$ cat src/rtl/float_pkg.sv
// Shared constants for the pipelined floating-point adder.
// Holds format defaults, pipeline depth, flag bit positions and the
// canonical quiet-NaN encoding as a function of the format widths.
package float_pkg;

  localparam int unsigned EXP_W_DEF  = 8;
  localparam int unsigned FRAC_W_DEF = 23;
  localparam int unsigned LATENCY    = 4;

  localparam int unsigned FLAG_W        = 3;
  localparam int unsigned FLAG_INVALID  = 2;
  localparam int unsigned FLAG_OVERFLOW = 1;
  localparam int unsigned FLAG_INEXACT  = 0;

  // Sign 0, exponent all-ones, only the fraction MSB set; caller truncates to W.
  function automatic logic [63:0] canon_nan(input int unsigned exp_w,
                                            input int unsigned frac_w);
    logic [63:0] r;
    r = ((64'd1 << exp_w) - 64'd1) << frac_w;
    r = r | (64'd1 << (frac_w - 1));
    return r;
  endfunction

endpackage

$ cat src/rtl/float_lzc.sv
// Leading-zero counter.
// Ports: in_bits (WIDTH) value to scan from MSB down;
//        cnt_c (CNT_W) number of leading zeros, WIDTH when in_bits is zero.
module float_lzc #(
  parameter int unsigned WIDTH = 27,
  localparam int unsigned CNT_W = $clog2(WIDTH + 1)
) (
  input  logic [WIDTH-1:0] in_bits,
  output logic [CNT_W-1:0] cnt_c
);

  logic found;

  // Priority scan: the first set bit from the top fixes the count.
  always_comb begin
    cnt_c = CNT_W'(WIDTH);
    found = 1'b0;
    for (int i = int'(WIDTH) - 1; i >= 0; i--) begin
      if (!found && in_bits[i]) begin
        cnt_c = CNT_W'(int'(WIDTH) - 1 - i);
        found = 1'b1;
      end
    end
  end

endmodule

$ cat src/rtl/float_add_pipe.sv
// Four-stage pipelined IEEE-style adder/subtractor, round-to-nearest-even,
// subnormals flushed to zero.
// Ports: clk, rst_n (sync, active-low); a, b, sub, in_valid, in_ready (input
// handshake); z, flags {invalid, overflow, inexact}, out_valid, out_ready
// (output handshake). in_ready is combinational: low only while stalled.
module float_add_pipe
  import float_pkg::*;
#(
  parameter int unsigned EXP_W  = EXP_W_DEF,
  parameter int unsigned FRAC_W = FRAC_W_DEF,
  localparam int unsigned W     = 1 + EXP_W + FRAC_W
) (
  input  logic          clk,
  input  logic          rst_n,
  input  logic [W-1:0]  a,
  input  logic [W-1:0]  b,
  input  logic          sub,
  input  logic          in_valid,
  output logic          in_ready,
  output logic [W-1:0]  z,
  output logic          out_valid,
  input  logic          out_ready,
  output logic [2:0]    flags
);

  localparam int unsigned M_W   = FRAC_W + 1;      // mantissa with hidden bit
  localparam int unsigned X_W   = FRAC_W + 4;      // mantissa + guard/round/sticky
  localparam int unsigned S_W   = X_W + 1;         // plus carry-out
  localparam int unsigned LZ_W  = $clog2(X_W + 1);
  localparam int unsigned E_W   = ((EXP_W > LZ_W) ? EXP_W : LZ_W) + 2;
  localparam logic [W-1:0] QNAN = W'(canon_nan(EXP_W, FRAC_W));

  logic stall, advance;
  logic v1_q, v2_q, v3_q, v4_q;
  logic v1_d, v2_d, v3_d, v4_d;

  // S1 state
  logic              s1_sign_d, s1_sign_q;
  logic [EXP_W-1:0]  s1_exp_d, s1_exp_q;
  logic [M_W-1:0]    s1_mbig_d, s1_mbig_q;
  logic [M_W-1:0]    s1_msml_d, s1_msml_q;
  logic [EXP_W-1:0]  s1_diff_d, s1_diff_q;
  logic              s1_esub_d, s1_esub_q;
  logic              s1_spc_d, s1_spc_q;
  logic [W-1:0]      s1_spcz_d, s1_spcz_q;
  logic [2:0]        s1_spcf_d, s1_spcf_q;
  // S2 state
  logic              s2_sign_q;
  logic [EXP_W-1:0]  s2_exp_q;
  logic [X_W-1:0]    s2_xbig_d, s2_xbig_q;
  logic [X_W-1:0]    s2_xsml_d, s2_xsml_q;
  logic              s2_esub_q;
  logic              s2_spc_q;
  logic [W-1:0]      s2_spcz_q;
  logic [2:0]        s2_spcf_q;
  // S3 state
  logic              s3_sign_q;
  logic [EXP_W-1:0]  s3_exp_q;
  logic [S_W-1:0]    s3_sum_d, s3_sum_q;
  logic [LZ_W-1:0]   s3_lz_d, s3_lz_q;
  logic              s3_spc_q;
  logic [W-1:0]      s3_spcz_q;
  logic [2:0]        s3_spcf_q;
  // S4 state (outputs)
  logic [W-1:0]      z_d, z_q;
  logic [2:0]        flags_d, flags_q;

  // Handshake: the whole pipe freezes while the output is held.
  assign stall     = v4_q && !out_ready;
  assign advance   = !stall;
  assign in_ready  = advance;
  assign out_valid = v4_q;
  assign z         = z_q;
  assign flags     = flags_q;

  always_comb begin
    v1_d = in_valid;
    v2_d = v1_q;
    v3_d = v2_q;
    v4_d = v3_q;
  end

  // S1: unpack, flush subnormals, detect specials, order by magnitude.
  always_comb begin
    logic             sa, sb, a_zero, b_zero, a_inf, b_inf, a_nan, b_nan, swap;
    logic [EXP_W-1:0] ea, eb;
    logic [W-2:0]     a_mag, b_mag, big_mag, sml_mag;
    sa     = a[W-1];
    sb     = b[W-1] ^ sub;
    ea     = a[W-2:FRAC_W];
    eb     = b[W-2:FRAC_W];
    a_zero = ~|ea;
    b_zero = ~|eb;
    a_inf  = (&ea) && !(|a[FRAC_W-1:0]);
    b_inf  = (&eb) && !(|b[FRAC_W-1:0]);
    a_nan  = (&ea) && (|a[FRAC_W-1:0]);
    b_nan  = (&eb) && (|b[FRAC_W-1:0]);
    a_mag  = a_zero ? '0 : a[W-2:0];
    b_mag  = b_zero ? '0 : b[W-2:0];
    swap   = b_mag > a_mag;
    big_mag = swap ? b_mag : a_mag;
    sml_mag = swap ? a_mag : b_mag;

    s1_sign_d = swap ? sb : sa;
    s1_exp_d  = big_mag[W-2:FRAC_W];
    s1_mbig_d = {|big_mag[W-2:FRAC_W], big_mag[FRAC_W-1:0]};
    s1_msml_d = {|sml_mag[W-2:FRAC_W], sml_mag[FRAC_W-1:0]};
    s1_diff_d = big_mag[W-2:FRAC_W] - sml_mag[W-2:FRAC_W];
    s1_esub_d = sa ^ sb;

    s1_spc_d  = 1'b0;
    s1_spcz_d = '0;
    s1_spcf_d = '0;
    if (a_nan || b_nan || (a_inf && b_inf && (sa != sb))) begin
      s1_spc_d                = 1'b1;
      s1_spcz_d               = QNAN;
      s1_spcf_d[FLAG_INVALID] = 1'b1;
    end else if (a_inf) begin
      s1_spc_d  = 1'b1;
      s1_spcz_d = {sa, {EXP_W{1'b1}}, {FRAC_W{1'b0}}};
    end else if (b_inf) begin
      s1_spc_d  = 1'b1;
      s1_spcz_d = {sb, {EXP_W{1'b1}}, {FRAC_W{1'b0}}};
    end else if (a_zero && b_zero) begin
      // Only (-0)+(-0) keeps a negative sign.
      s1_spc_d  = 1'b1;
      s1_spcz_d = {sa & sb, {(W-1){1'b0}}};
    end
  end

  // S2: align the smaller operand; shifted-out bits collapse into sticky.
  always_comb begin
    logic [X_W-1:0] ext_sml, mask;
    s2_xbig_d = {s1_mbig_q, 3'b000};
    ext_sml   = {s1_msml_q, 3'b000};
    mask      = ~({X_W{1'b1}} << s1_diff_q);
    if (32'(s1_diff_q) >= (FRAC_W + 3)) begin
      s2_xsml_d = X_W'(|s1_msml_q);
    end else begin
      s2_xsml_d = (ext_sml >> s1_diff_q) | X_W'(|(ext_sml & mask));
    end
  end

  // S3: magnitude add/subtract; big >= small so the difference is non-negative.
  always_comb begin
    if (s2_esub_q) begin
      s3_sum_d = {1'b0, s2_xbig_q} - {1'b0, s2_xsml_q};
    end else begin
      s3_sum_d = {1'b0, s2_xbig_q} + {1'b0, s2_xsml_q};
    end
  end

  float_lzc #(.WIDTH(X_W)) u_lzc (
    .in_bits (s3_sum_d[X_W-1:0]),
    .cnt_c   (s3_lz_d)
  );

  // S4: normalise, round to nearest even, pack, resolve specials.
  always_comb begin
    logic [X_W-1:0]    norm;
    logic [E_W-1:0]    exp_n, exp_r;
    logic [FRAC_W+1:0] mant_r;
    logic [FRAC_W-1:0] frac;
    logic              inexact, up;
    if (s3_sum_q[X_W]) begin
      norm  = {s3_sum_q[X_W:2], |s3_sum_q[1:0]};
      exp_n = E_W'(s3_exp_q) + E_W'(1);
    end else begin
      norm  = s3_sum_q[X_W-1:0] << s3_lz_q;
      exp_n = E_W'(s3_exp_q) - E_W'(s3_lz_q);
    end
    inexact = |norm[2:0];
    up      = norm[2] && (norm[1] || norm[0] || norm[3]);
    mant_r  = {1'b0, norm[X_W-1:3]} + (FRAC_W+2)'(up);
    // Rounding carry-out: mantissa becomes 1.000..., bump the exponent.
    if (mant_r[FRAC_W+1]) begin
      exp_r = exp_n + E_W'(1);
      frac  = mant_r[FRAC_W:1];
    end else begin
      exp_r = exp_n;
      frac  = mant_r[FRAC_W-1:0];
    end

    z_d     = '0;
    flags_d = '0;
    if (s3_spc_q) begin
      z_d     = s3_spcz_q;
      flags_d = s3_spcf_q;
    end else if (s3_sum_q == '0) begin
      z_d = '0;
    end else if (exp_n[E_W-1] || (exp_n == '0)) begin
      z_d                   = '0;
      flags_d[FLAG_INEXACT] = 1'b1;
    end else if (exp_r >= E_W'({EXP_W{1'b1}})) begin
      z_d                    = {s3_sign_q, {EXP_W{1'b1}}, {FRAC_W{1'b0}}};
      flags_d[FLAG_OVERFLOW] = 1'b1;
      flags_d[FLAG_INEXACT]  = 1'b1;
    end else begin
      z_d                   = {s3_sign_q, exp_r[EXP_W-1:0], frac};
      flags_d[FLAG_INEXACT] = inexact;
    end
  end

  // Control and output registers, cleared by reset.
  always_ff @(posedge clk) begin
    if (!rst_n) begin
      v1_q    <= 1'b0;
      v2_q    <= 1'b0;
      v3_q    <= 1'b0;
      v4_q    <= 1'b0;
      z_q     <= '0;
      flags_q <= '0;
    end else if (advance) begin
      v1_q    <= v1_d;
      v2_q    <= v2_d;
      v3_q    <= v3_d;
      v4_q    <= v4_d;
      z_q     <= z_d;
      flags_q <= flags_d;
    end
  end

  // Datapath registers: no reset, contents ignored when the stage is empty.
  always_ff @(posedge clk) begin
    if (advance) begin
      s1_sign_q <= s1_sign_d;
      s1_exp_q  <= s1_exp_d;
      s1_mbig_q <= s1_mbig_d;
      s1_msml_q <= s1_msml_d;
      s1_diff_q <= s1_diff_d;
      s1_esub_q <= s1_esub_d;
      s1_spc_q  <= s1_spc_d;
      s1_spcz_q <= s1_spcz_d;
      s1_spcf_q <= s1_spcf_d;

      s2_sign_q <= s1_sign_q;
      s2_exp_q  <= s1_exp_q;
      s2_xbig_q <= s2_xbig_d;
      s2_xsml_q <= s2_xsml_d;
      s2_esub_q <= s1_esub_q;
      s2_spc_q  <= s1_spc_q;
      s2_spcz_q <= s1_spcz_q;
      s2_spcf_q <= s1_spcf_q;

      s3_sign_q <= s2_sign_q;
      s3_exp_q  <= s2_exp_q;
      s3_sum_q  <= s3_sum_d;
      s3_lz_q   <= s3_lz_d;
      s3_spc_q  <= s2_spc_q;
      s3_spcz_q <= s2_spcz_q;
      s3_spcf_q <= s2_spcf_q;
    end
  end

endmodule

$ cat config.mk
export PLATFORM = sky130hd
export DESIGN_NAME = float_add_pipe
export DESIGN_NICKNAME = d
export VERILOG_FILES = /design/src/rtl/float_pkg.sv /design/src/rtl/float_lzc.sv /design/src/rtl/float_add_pipe.sv
export SDC_FILE = /design/constraint.sdc
export NUM_CORES = 1
export LEC_CHECK = 0
export ABC_AREA = 1
export CAP_MARGIN = 15
export CELL_PAD_IN_SITES_DETAIL_PLACEMENT = 0
export CELL_PAD_IN_SITES_GLOBAL_PLACEMENT = 1
export CORE_MARGIN = 10
export CORE_UTILIZATION = 49
export CTS_CLUSTER_SIZE = 14
export DETAILED_ROUTE_END_ITERATION = 10
export PLACE_DENSITY = 0.87
export RECOVER_POWER = 100
export SLEW_MARGIN = 20
export SYNTH_ARGS = -nofsm -noshare
export SYNTH_HDL_FRONTEND = slang
export SYNTH_HIERARCHICAL = 1
export SYNTH_SLANG_ARGS = --single-unit
$ cat constraint.sdc
create_clock -name clk -period 24.3 [get_ports clk]
set_input_delay 4.86 -clock clk [delete_from_list [all_inputs] [get_ports clk]]
set_output_delay 4.86 -clock clk [all_outputs]
set_load 0.01 [all_outputs]
; ---- Word level (Yosys, flattened, before mapping)
; Index checks and enable logic that the tools add are counted.
[totals]
register_bits = 310
in_bits = 69
output_inout_bits = 37
wordCells = 222
[op_classes]
add_sub_neg = 7
magnitude_cmp = 3
n_eq_ne = 1
shifts = 3
mux = 79
bitwise_logic = 6
n_reduce_logical = 89
[ops]
columns = cell, n
row1 = $mux W32, 6
row2 = $mux W31, 5
row3 = $mux W5, 16
row4 = $reduce_or A23 Y1, 2
row5 = $logic_and A1 B1 Y1, 35
row6 = $mux W1, 35
row7 = $logic_not A1 Y1, 32
row8 = $mux W4, 8
row9 = $reduce_or A8 Y1, 4
row10 = $gt A31 B31 Y1, 1
row11 = $add A27 B27 Y28, 1
row12 = $logic_not A28 Y1, 1
row13 = $mux W28, 1
row14 = $sub A27 B27 Y28, 1
row15 = $and A27 B27 Y27, 1
row16 = $mux W27, 1
row17 = $not A27 Y27, 1
row18 = $or A27 B1 Y27, 1
row19 = $reduce_or A27 Y1, 1
row20 = $shl A27 B5 Y27, 1
row21 = $shl A27 B8 Y27 const A, 1
row22 = $shr A27 B8 Y27, 1
row23 = $add A24 B1 Y25, 1
row24 = $reduce_or A24 Y1, 1
row25 = 18 further kinds, 30

; ---- Depth between registers and ports, before layout
; Gate-level depths: netlist of the first run.
[logic_depth]
depth_word = 81
ltp_mapped = 33
mapped_depth_nobuf = 33

; ---- Modules after synthesis
; Netlist of the first run, hierarchy kept.
[by_module_without_submodules]
columns = module, instances, cells_per_inst, area_per_inst_um2, seq_area_each_um2
row1 = float_add_pipe, 1, 2241, 16757.3, 6306.0
row2 = float_lzc, 1, 86, 498.0, 0.0

; ---- Worst setup path before layout of the first run
; Ideal clock, no wire load.
[synth_timing]
kind = input to output
start = input port out_ready
end = output port in_ready
arrival_time_ns = 10.307
required_time_ns = 19.440
setup_slack_ns = 9.133
path_stages = 3
path_buffers = 1
cell_sequence = nor2_1 inv_1 clkbuf_1
[synth_via]
elab_chain_cells = 3
[synth_lines]
columns = element, line
row1 = "start, declared", float_add_pipe.sv:22  ; input logic out_ready,
row2 = $logic_not A1 Y1, float_add_pipe.sv:69  ; assign stall = v4_q && !out_ready;
row3 = $logic_and A1 B1 Y1, float_add_pipe.sv:69
row4 = $logic_not A1 Y1, float_add_pipe.sv:70  ; assign advance = !stall;
row5 = "end, declared", float_add_pipe.sv:19  ; output logic in_ready,
; No other way between the ends.

; ---- Worst setup path after layout of the first run
; Ends and elaborated chain as after synthesis.

==> out/qor.csv, run 1 <==
metric,value,unit
Total Power,1.91,mW
internal power,1.05,mW
die outline width,208,um
area of the core,34600,um^2
post-synthesis sequential area ratio,36.5,%
Area contributors post-synth,"edfxtp_1 (32%), nand2_1 (12%), nand3_1 (7.2%)",
synth unique cells,66,
Reg2Reg Depth,22,
initial antenna violation count,0,
Final nets,2530,
vias,16100,
number of synthesized flops with an enable pin,184,
diode count,0,
Global Route Usage Sum,22.3,%
leakage power,8.55,nW
RSZ-0062 raised after global routing,false,
crit path kind,in -> out,
Pre-Repair DR Iteration Count,5,
final WL,50.3,mm
DPL Wire Length,39.3,mm
DRT antenna net count,0,
most frequent CP cell,dlygate4sd3_1,
register clock-pin slew on the reported worst setup and hold paths,60,ps
Setup crit start,out_ready,
final worst-path cycle share,53.6,%
most numerous cell in the Yosys netlist,nand2_1,
CP max-delay cell,clkbuf_1,
max_slew headroom,-142,%
asr flop ratio synth,0,%
skew final,17.9,ps
I/O Buffers,105,
cells after synthesis,2327,
Hold Startpoint,s1_mbig_q[20],
failing checks,"max-capacitance violations, max-slew violations",
Residual DRC,0,
CP endpoint kind,primary output,
worst hold path class,reg -> reg,
area occupied by registers,6310,um^2
chip height,208,um
Switching Power,0.860,mW
FF-to-FF Start,s3_lz_q[1],
Switching Share,45.1,%
CP required,19440,ps
"FF+latch count, synth",223,
Post-CTS Setup Bufs,0,
pin count of the biggest net entering global routing,130,
cts repair resizes,0,
IO Count,106,
vias in the first global route,15200,
top_reg_cell synth,edfxtp_1,
Ys Warns,6,
CTS Hold Buffers Added,0,
met2 usage,36.4,%
Max clock buf depth,3,
total global routing overflow,0,
clock latency on the worst-skew pair,540,ps
busiest grt layer,met2,
Post-Syn Nets,2490,
hold violation count in the final report,0,
WL per Instance,17.7,um
clock root buffer,clkbuf_16,
part of the power in combinational logic,49.0,%
Reg power frac,31.3,%
met1 GRT Util,30.3,%
initial DRC count,1285,
GPL Wtd Cong,0.973,
Max Clock Freq,76.7,MHz
pwr dens,99.2,nW/um^2
stages on the worst setup path,5,
Crit path largest cell delay,1170,ps
synthesized cell area,17300,um^2
maxcap violations,3,
Critical Path AT,8180,ps
crit path max fanout,129,
Final Max Slew Viols,157,
Die ar.,43100,um^2
CTS tree,done,
final setup fails,0,
Clk pwr share,19.6,%
Max rail drop VDD,0.0701,mV
GRT met3 Usage,2.75,%
synthesized area per cell,7.42,um^2
CP top delay family,buffers and inverters,
worst-margin pin slew,3620,ps
synth-to-layout area growth,11.4,%
Via density,5.67,
Hold Path Cell Cnt,0,
Synth top cells by count,"nand2_1 (552), inv_1 (249), nand3_1 (247), o21ai_0 (213), edfxtp_1 (184)",
htree depth,1,
Initial Util,49.8,%
clock sink count,223,
Multi-input gate area,9390,um^2
layout cell share with drive strength beyond 1,5.62,%
Rows,68,
Tmin final,13040,ps
crit start category,primary input,
crit-path cells,dlygate4sd3_1 -> nor2_2 -> clkbuf_1 -> inv_8 -> dlygate4sd3_1,
number of CTS-inserted buffers,25,
first-pass GRT wire length,80.9,mm
Setup TNS Final,0,ps
Synth area leader,edfxtp_1,
worst path bufs/invs,4,
outcome,"finished, violations left",
Filler cells,3303,
share of the synthesized area in the top cell type,32.0,%
cell usage in the layout (no fill, tap or decap), types with 25 or more instances in the layout:
cell type          n
ha_1              92
o21ai_0          213
edfxtp_1         184
clkbuf_16         25
xor2_1            45
nand4_1           48
dfxtp_1           39
clkdlybuf4s50_1   63
nor2_1           163
a21oi_1          135
dlygate4sd3_1     42
nand3_1          247
inv_1            248
nand2_1          552
kinds of logic (layout without fill, tap and decap cells):
family | count (synthesis) | after routing | share of synthesized area (%)
DFF | 223 | 223 | 36.5
buffers and inverters | 375 | 433 | 8.84
AOI/OAI and AO/OA | 432 | 432 | 13.8
adders and majority gates | 94 | 94 | 6.90
xor gates and xnor gates | 56 | 56 | 2.84
and+or+nand+nor | 1140 | 1140 | 30.7
muxes | 7 | 7 | 0.406
registers in the layout, summed over array words and instances (netlist names), 3 cells and up:
register,flops
s1_msml_q,24
s3_lz_q,5
s2_spcz_q,3
s3_exp_q,8
flags,3
s2_xbig_q,24
s1_diff_q,8
s1_mbig_q,24
s3_spcz_q,3
s2_exp_q,8
z,32
s3_sum_q,28
s1_spcz_q,3
s2_xsml_q,27
s1_exp_q,8
final cells by class:
type                       count  share of cell area, %
clock buffer                  30                   3.35
clock inverter                15                  0.846
inverter                     269                   5.32
multi-input combinational   1729                   48.8
sequential                   223                   32.8
tap                          455                   2.96
timing repair buffer         119                   5.88
per-layer routing:
layer	vias to the layer above	part of all wire, %
li1	8015	-
met1	7491	46
met2	509	46
met3	91	5.2
met4	0	2.7
met5	-	0
path summary, 6_finish.rpt:
kind                            slack [ps]       endpoint
worst max register to register       19100          z[23]
worst min-delay path                   410  s2_xbig_q[23]
worst max-delay path                 11260       in_ready
worst min register to register         410  s2_xbig_q[23]
power by group through the flow:
| stage | combinational, mW | sequential, mW | clock [mW] |
|---|---|---|---|
| floorplan | 0.694 | 0.572 | 0 |
| global placement | 0.927 | 0.602 | 0 |
| detailed placement | 0.933 | 0.604 | 0 |
| CTS | 0.938 | 0.597 | 0.383 |
| global route | 1.05 | 0.606 | 0.397 |
| finish | 0.935 | 0.598 | 0.374 |
through the flow:
stage | instance area (um^2) | hold slack, ps | util [%] | setup slack, ps | instances
floorplan | 17300 | 400 | - | 9130 | 2327
global placement | 18500 | 402 | 53.4 | 12460 | 2795
detailed placement | 18500 | 405 | 53.4 | 12430 | 2795
CTS | 19300 | 410 | 55.7 | 12410 | 2840
global route | 19200 | 412 | 55.5 | 10910 | 2840
finish | 19200 | 408 | 55.5 | 11260 | 2840
No activity file was read; power rests on OpenSTA's default activity.
==> inputs of run 2 (changes only) <==
- CORE_UTILIZATION: 49 -> 45
- PLACE_DENSITY: 0.87 -> 0.8
- clock period: 24.3 -> 12.15 ns (I/O delays scaled with it)
==> run 2 against run 1 <==
Against the previous run: largest cell class unchanged; clock skew increased by 1.5 ps; critical endpoint is now s1_mbig_q[8]; non-clock buffer count decreased by 1; die area increased by 8.0%; sequential share of layout area decreased by 0.19 points; cell count increased by 2.0%; global-route usage decreased by 0.75 points; via count decreased by 0.31%; wire length increased by 2.9%; the flow still finishes with violations (max-capacitance violations, max-slew violations); utilization decreased by 4.3 points; worst setup slack got worse by 8000 ps; register-to-register slack got worse by 13000 ps.
==> out/qor.csv, run 2 (synthesized netlist as in run 1, its figures left out) <==
metric,value,unit
worst-margin pin slew,3750,ps
Final Max Slew Viols,315,
Final nets,2530,
Initial Util,45.7,%
Global Route Usage Sum,21.6,%
Non-Filler Instances,2898,
Largest register FFs,32,
Setup TNS Final,0,ps
I/O Buffers,105,
pin count of the biggest net entering global routing,84,
failing checks,"max-capacitance violations, max-slew violations",
Tmin final,8880,ps
placed cells,2850,
outcome,"finished, violations left",
maxcap violations,5,
DRT antenna net count,0,
Residual DRC,0,
WL per Instance,17.9,um
RSZ-0062 raised after global routing,false,
Pre-Repair DR Iteration Count,6,
final WL,51.7,mm
setup slack after layout,3270,ps
layout cell share with drive strength beyond 1,5.82,%
vias in the first global route,15300,
diode count,0,
CP max-delay cell,nand2_1,
skew final,19.4,ps
worst hold path class,reg -> reg,
crit path kind,in -> reg,
Total Power,3.87,mW
vias,16100,
Crit path largest cell delay,1520,ps
Max Clock Freq,113,MHz
Post-CTS Setup Bufs,0,
CP endpoint kind,flop,
number of CTS-inserted buffers,26,
max_slew headroom,-150,%
CTS tree,done,
chip height,216,um
GPL Wtd Cong,0.959,
htree depth,1,
"commonest non-fill, non-tap cell in the layout",nand2_1,
register clock-pin slew on the reported worst setup and hold paths,70,ps
clock latency on the worst-skew pair,570,ps
pre-CTS setup slack,4480,ps
Max clock buf depth,3,
Via density,5.54,
Rows,71,
Max rail drop VDD,0.116,mV
crit start category,primary input,
Die ar.,46600,um^2
initial antenna violation count,1,
final setup fails,0,
area of the core,37800,um^2
leakage power,8.59,nW
CP required,12520,ps
Filler cells,3719,
CTS Hold Buffers Added,0,
IO Count,106,
crit path max fanout,79,
initial DRC count,1580,
die outline width,216,um
crit-path cells,dlygate4sd3_1 -> nor4_1 -> inv_1 -> nor2_1 -> clkbuf_1 -> nor2_1 -> ha_1 -> nand2_1 -> inv_1 -> nand3_1 -> a21oi_1 -> nand3b_1 -> a21oi_1 -> o21ai_0 -> nand2_1 -> inv_1 -> o21ai_0,
cts repair resizes,0,
pwr dens,200,nW/um^2
synth-to-layout area growth,12.1,%
first-pass GRT wire length,82.7,mm
DPL Wire Length,40.5,mm
hold violation count in the final report,0,
most frequent cells in the layout,"nand2_1 (553), nand3_1 (250), inv_1 (249), o21ai_0 (213), edfxtp_1 (184)",
most frequent CP cell,inv_1,
clock sink count,223,
total global routing overflow,0,
Critical Path AT,9240,ps
clock root buffer,clkbuf_16,
final worst-path cycle share,73.1,%
-- run 2: worst max-delay path: cells and delay by family --
| kind | cells | cell delay (ps) |
|---|---|---|
| AO/OA/AOI/OAI | 4 | 790 |
| adder cells (fa/ha/maj) | 1 | 380 |
| buffers and inverters | 5 | 2810 |
| AND/OR/NAND/NOR | 7 | 2770 |
-- run 2: per-stage QoR --
step / util [%] / cell area (um^2) / hold slack (ps)
after global routing: 51.2 / 19300 / 429
after global placement: 49.1 / 18500 / 400
after detailed placement: 49.1 / 18500 / 405
after floorplan: - / 17300 / 400
after CTS: 51.5 / 19400 / 418
final: 51.2 / 19300 / 418
-- run 2: area by class of cell --
type / count / area (um^2) / share of cell area (%)
clock buffer: 27 / 654 / 3.38
sequential: 223 / 6310 / 32.6
inverter: 269 / 1020 / 5.29
clock inverter: 21 / 230 / 1.19
tap: 511 / 639 / 3.31
multi-input combinational: 1729 / 9350 / 48.4
timing repair buffer: 118 / 1130 / 5.85
-- run 2: worst paths after layout --
path	cells after the start	from	endpoint	slack, ps
setup / recovery	17	b[25]	s1_mbig_q[8]	3270
hold reg to reg	0	s1_mbig_q[0]	s2_xbig_q[3]	420
hold / removal	0	s1_mbig_q[0]	s2_xbig_q[3]	420
setup reg to reg	6	out_valid	s2_xsml_q[10]	5610
-- run 2: routing by layer --
| metal | track usage, % | share of wire [%] |
|---|---|---|
| met1 | 29.7 | 46 |
| met2 | 34.8 | 46 |
| met3 | 3.22 | 5.9 |
| met4 | 5.40 | 2.1 |
| met5 | 0 | 0 |
-- run 2: where the power goes --
| group | switching [mW] | internal [mW] |
|---|---|---|
| Clock | 0.333 | 0.464 |
| Combinational | 1.25 | 0.625 |
| Sequential | 0.171 | 1.03 |
==> inputs of run 3 (changes only) <==
- CORE_UTILIZATION: 45 -> 41
- PLACE_DENSITY: 0.8 -> 0.77
- clock period: 12.15 -> 7.6 ns (I/O delays scaled with it)
==> run 3 against run 2 <==
Against the previous run: the flow still finishes with violations (max-capacitance violations, max-slew violations); combinational power up 60%; sequential share of layout area about the same; first-iteration DRC count down 3.7%; worst setup slack worse by 1900 ps; largest power group unchanged.
==> out/qor.csv, run 3 (synthesized netlist as in run 1, its figures left out) <==
metric,value,unit
Setup crit start,s3_lz_q[1],
skew final,21.9,ps
"commonest non-fill, non-tap cell in the layout",nand2_1,
Critical Path AT,6670,ps
final worst-path cycle share,82.4,%
Crit path largest cell delay,1040,ps
register clock-pin slew on the reported worst setup and hold paths,70,ps
Post-CTS Setup Bufs,0,
area of the core,41800,um^2
vias in the first global route,15000,
Initial Util,41.3,%
worst path bufs/invs,1,
pin count of the biggest net entering global routing,83,
CP max-delay cell,edfxtp_1,
R2R Setup Slk,1340,ps
most frequent CP cell,nand2_1,
CP top delay family,simple AND/OR/NAND/NOR gates,
CTS tree,done,
clock latency on the worst-skew pair,550,ps
CTS Hold Buffers Added,0,
layout cell share with drive strength beyond 1,5.69,%
Tmin final,6260,ps
Global Route Usage Sum,20.2,%
Final nets,2534,
RSZ-0062 raised after global routing,false,
maxcap violations,3,
htree depth,1,
Largest register FFs,32,
Residual DRC,0,
part of the power in combinational logic,49.5,%
pwr dens,314,nW/um^2
number of CTS-inserted buffers,25,
DPL Wire Length,41.2,mm
clock sink count,223,
Setup TNS Final,0,ps
worst-margin pin slew,1960,ps
cts repair resizes,0,
final WL,52.1,mm
Rows,75,
crit path kind,reg -> reg,
first-pass GRT wire length,82.5,mm
total global routing overflow,0,
Pre-Repair DR Iteration Count,5,
Final Max Slew Viols,155,
crit-path cells,inv_1 -> nand3_1 -> nand3_1 -> nor2_1 -> a22oi_1 -> a21oi_1 -> ha_1 -> ha_1 -> nand3_4 -> nor2_1 -> nand3_2 -> nor2_4 -> nand3_1 -> nand2_1 -> nand2_1 -> nand2_1 -> nor2_1 -> nand2_1 -> nand3_1 -> nand2_1 -> a21oi_1,
Max clock buf depth,3,
worst hold path class,reg -> reg,
Max Clock Freq,160,MHz
Via density,5.41,
I/O Buffers,105,
chip height,225,um
diode count,0,
Reg power frac,31.3,%
most frequent cells in the layout,"nand2_1 (553), inv_1 (249), nand3_1 (249), o21ai_0 (213), edfxtp_1 (184)",
Clk pwr share,19.3,%
die outline width,225,um
crit start category,flop,
crit path max fanout,32,
clock root buffer,clkbuf_16,
initial antenna violation count,0,
synth-to-layout area growth,12.0,%
failing checks,"max-capacitance violations, max-slew violations",
FF-to-FF Start,s3_lz_q[1],
GPL Wtd Cong,0.917,
Max rail drop VDD,0.169,mV
hold violation count in the final report,0,
Die ar.,50700,um^2
CP required,8010,ps
Total Power,6.06,mW
IO Count,106,
max_slew headroom,-30.6,%
Switching Power,2.74,mW
vias,15900,
initial DRC count,1521,
internal power,3.32,mW
outcome,"finished, violations left",
leakage power,8.57,nW
DRT antenna net count,0,
final setup fails,0,
Switching Share,45.3,%
CP endpoint kind,flop,
WL per Instance,17.8,um
Hold Startpoint,s1_mbig_q[11],
## run 3: cell count changes in the layout (fill, tap and decap cells not counted), sizes merged
cell,before,now
buf,8,12
bufinv,3,2
inv,268,265
clkdlybuf4s50,64,63
dlygate4sd3,41,42
clkbuf,32,35
clkinvlp,3,2
clkinv,16,17
## run 3: through the flow
stage | instances | hold slack (ps) | utilization (%) | setup slack (ps) | cell area, um^2
after global routing | 2929 | 410 | 46.3 | 782 | 19300
final | 2929 | 400 | 46.3 | 1340 | 19300
after global placement | 2883 | 401 | 44.6 | 1520 | 18600
after CTS | 2929 | 406 | 46.5 | 1950 | 19400
after detailed placement | 2883 | 405 | 44.6 | 1410 | 18600
after floorplan | 2327 | 400 | - | 1850 | 17300
## run 3: layout make-up
| class | count | area, um^2 |
|---|---|---|
| multi-input cells | 1729 | 9370 |
| clock buffers | 29 | 641 |
| clock inverters | 17 | 148 |
| repair buffers | 123 | 1170 |
| fillers | 4186 | 22400 |
| flip-flops and latches | 223 | 6310 |
| well taps | 539 | 674 |
| inverters | 269 | 1020 |
## run 3: final timing paths
path	end	cells after the start
hold reg to reg	s2_xbig_q[14]	0
setup / recovery	flags[0]	21
setup reg to reg	flags[0]	21
hold / removal	s2_xbig_q[14]	0
## run 3: per-layer routing
layer | track usage [%] | wire [um] | vias up
met4 | 5.21 | 1080 | 0
met1 | 28.4 | 24800 | 7322
met3 | 2.76 | 2740 | 58
li1 | - | - | 8005
met5 | 0 | 0 | -
met2 | 32.0 | 23400 | 472
## run 3: worst register-to-register path, cell delays in order, from the launching register on
cell and delay, ps:
edfxtp_1 1040, inv_1 890, nand3_1 360, nand3_1 160, nor2_1 330, a22oi_1 150, a21oi_1 160, ha_1 320
ha_1 310, nand3_4 150, nor2_1 240, nand3_2 140, nor2_4 160, nand3_1 270, nand2_1 130, nand2_1 80
nand2_1 80, nor2_1 50, nand2_1 760, nand3_1 170, nand2_1 120, a21oi_1 60
## run 3: power by group through the flow
stage / combinational, mW / sequential (mW) / clock, mW
5_1_grt: 3.39 / 1.93 / 1.25
6_report: 3.00 / 1.90 / 1.17
2_1_floorplan: 2.22 / 1.83 / 0
3_3_place_gp: 3.01 / 1.92 / 0
3_5_place_dp: 3.01 / 1.92 / 0
4_1_cts: 3.03 / 1.90 / 1.20
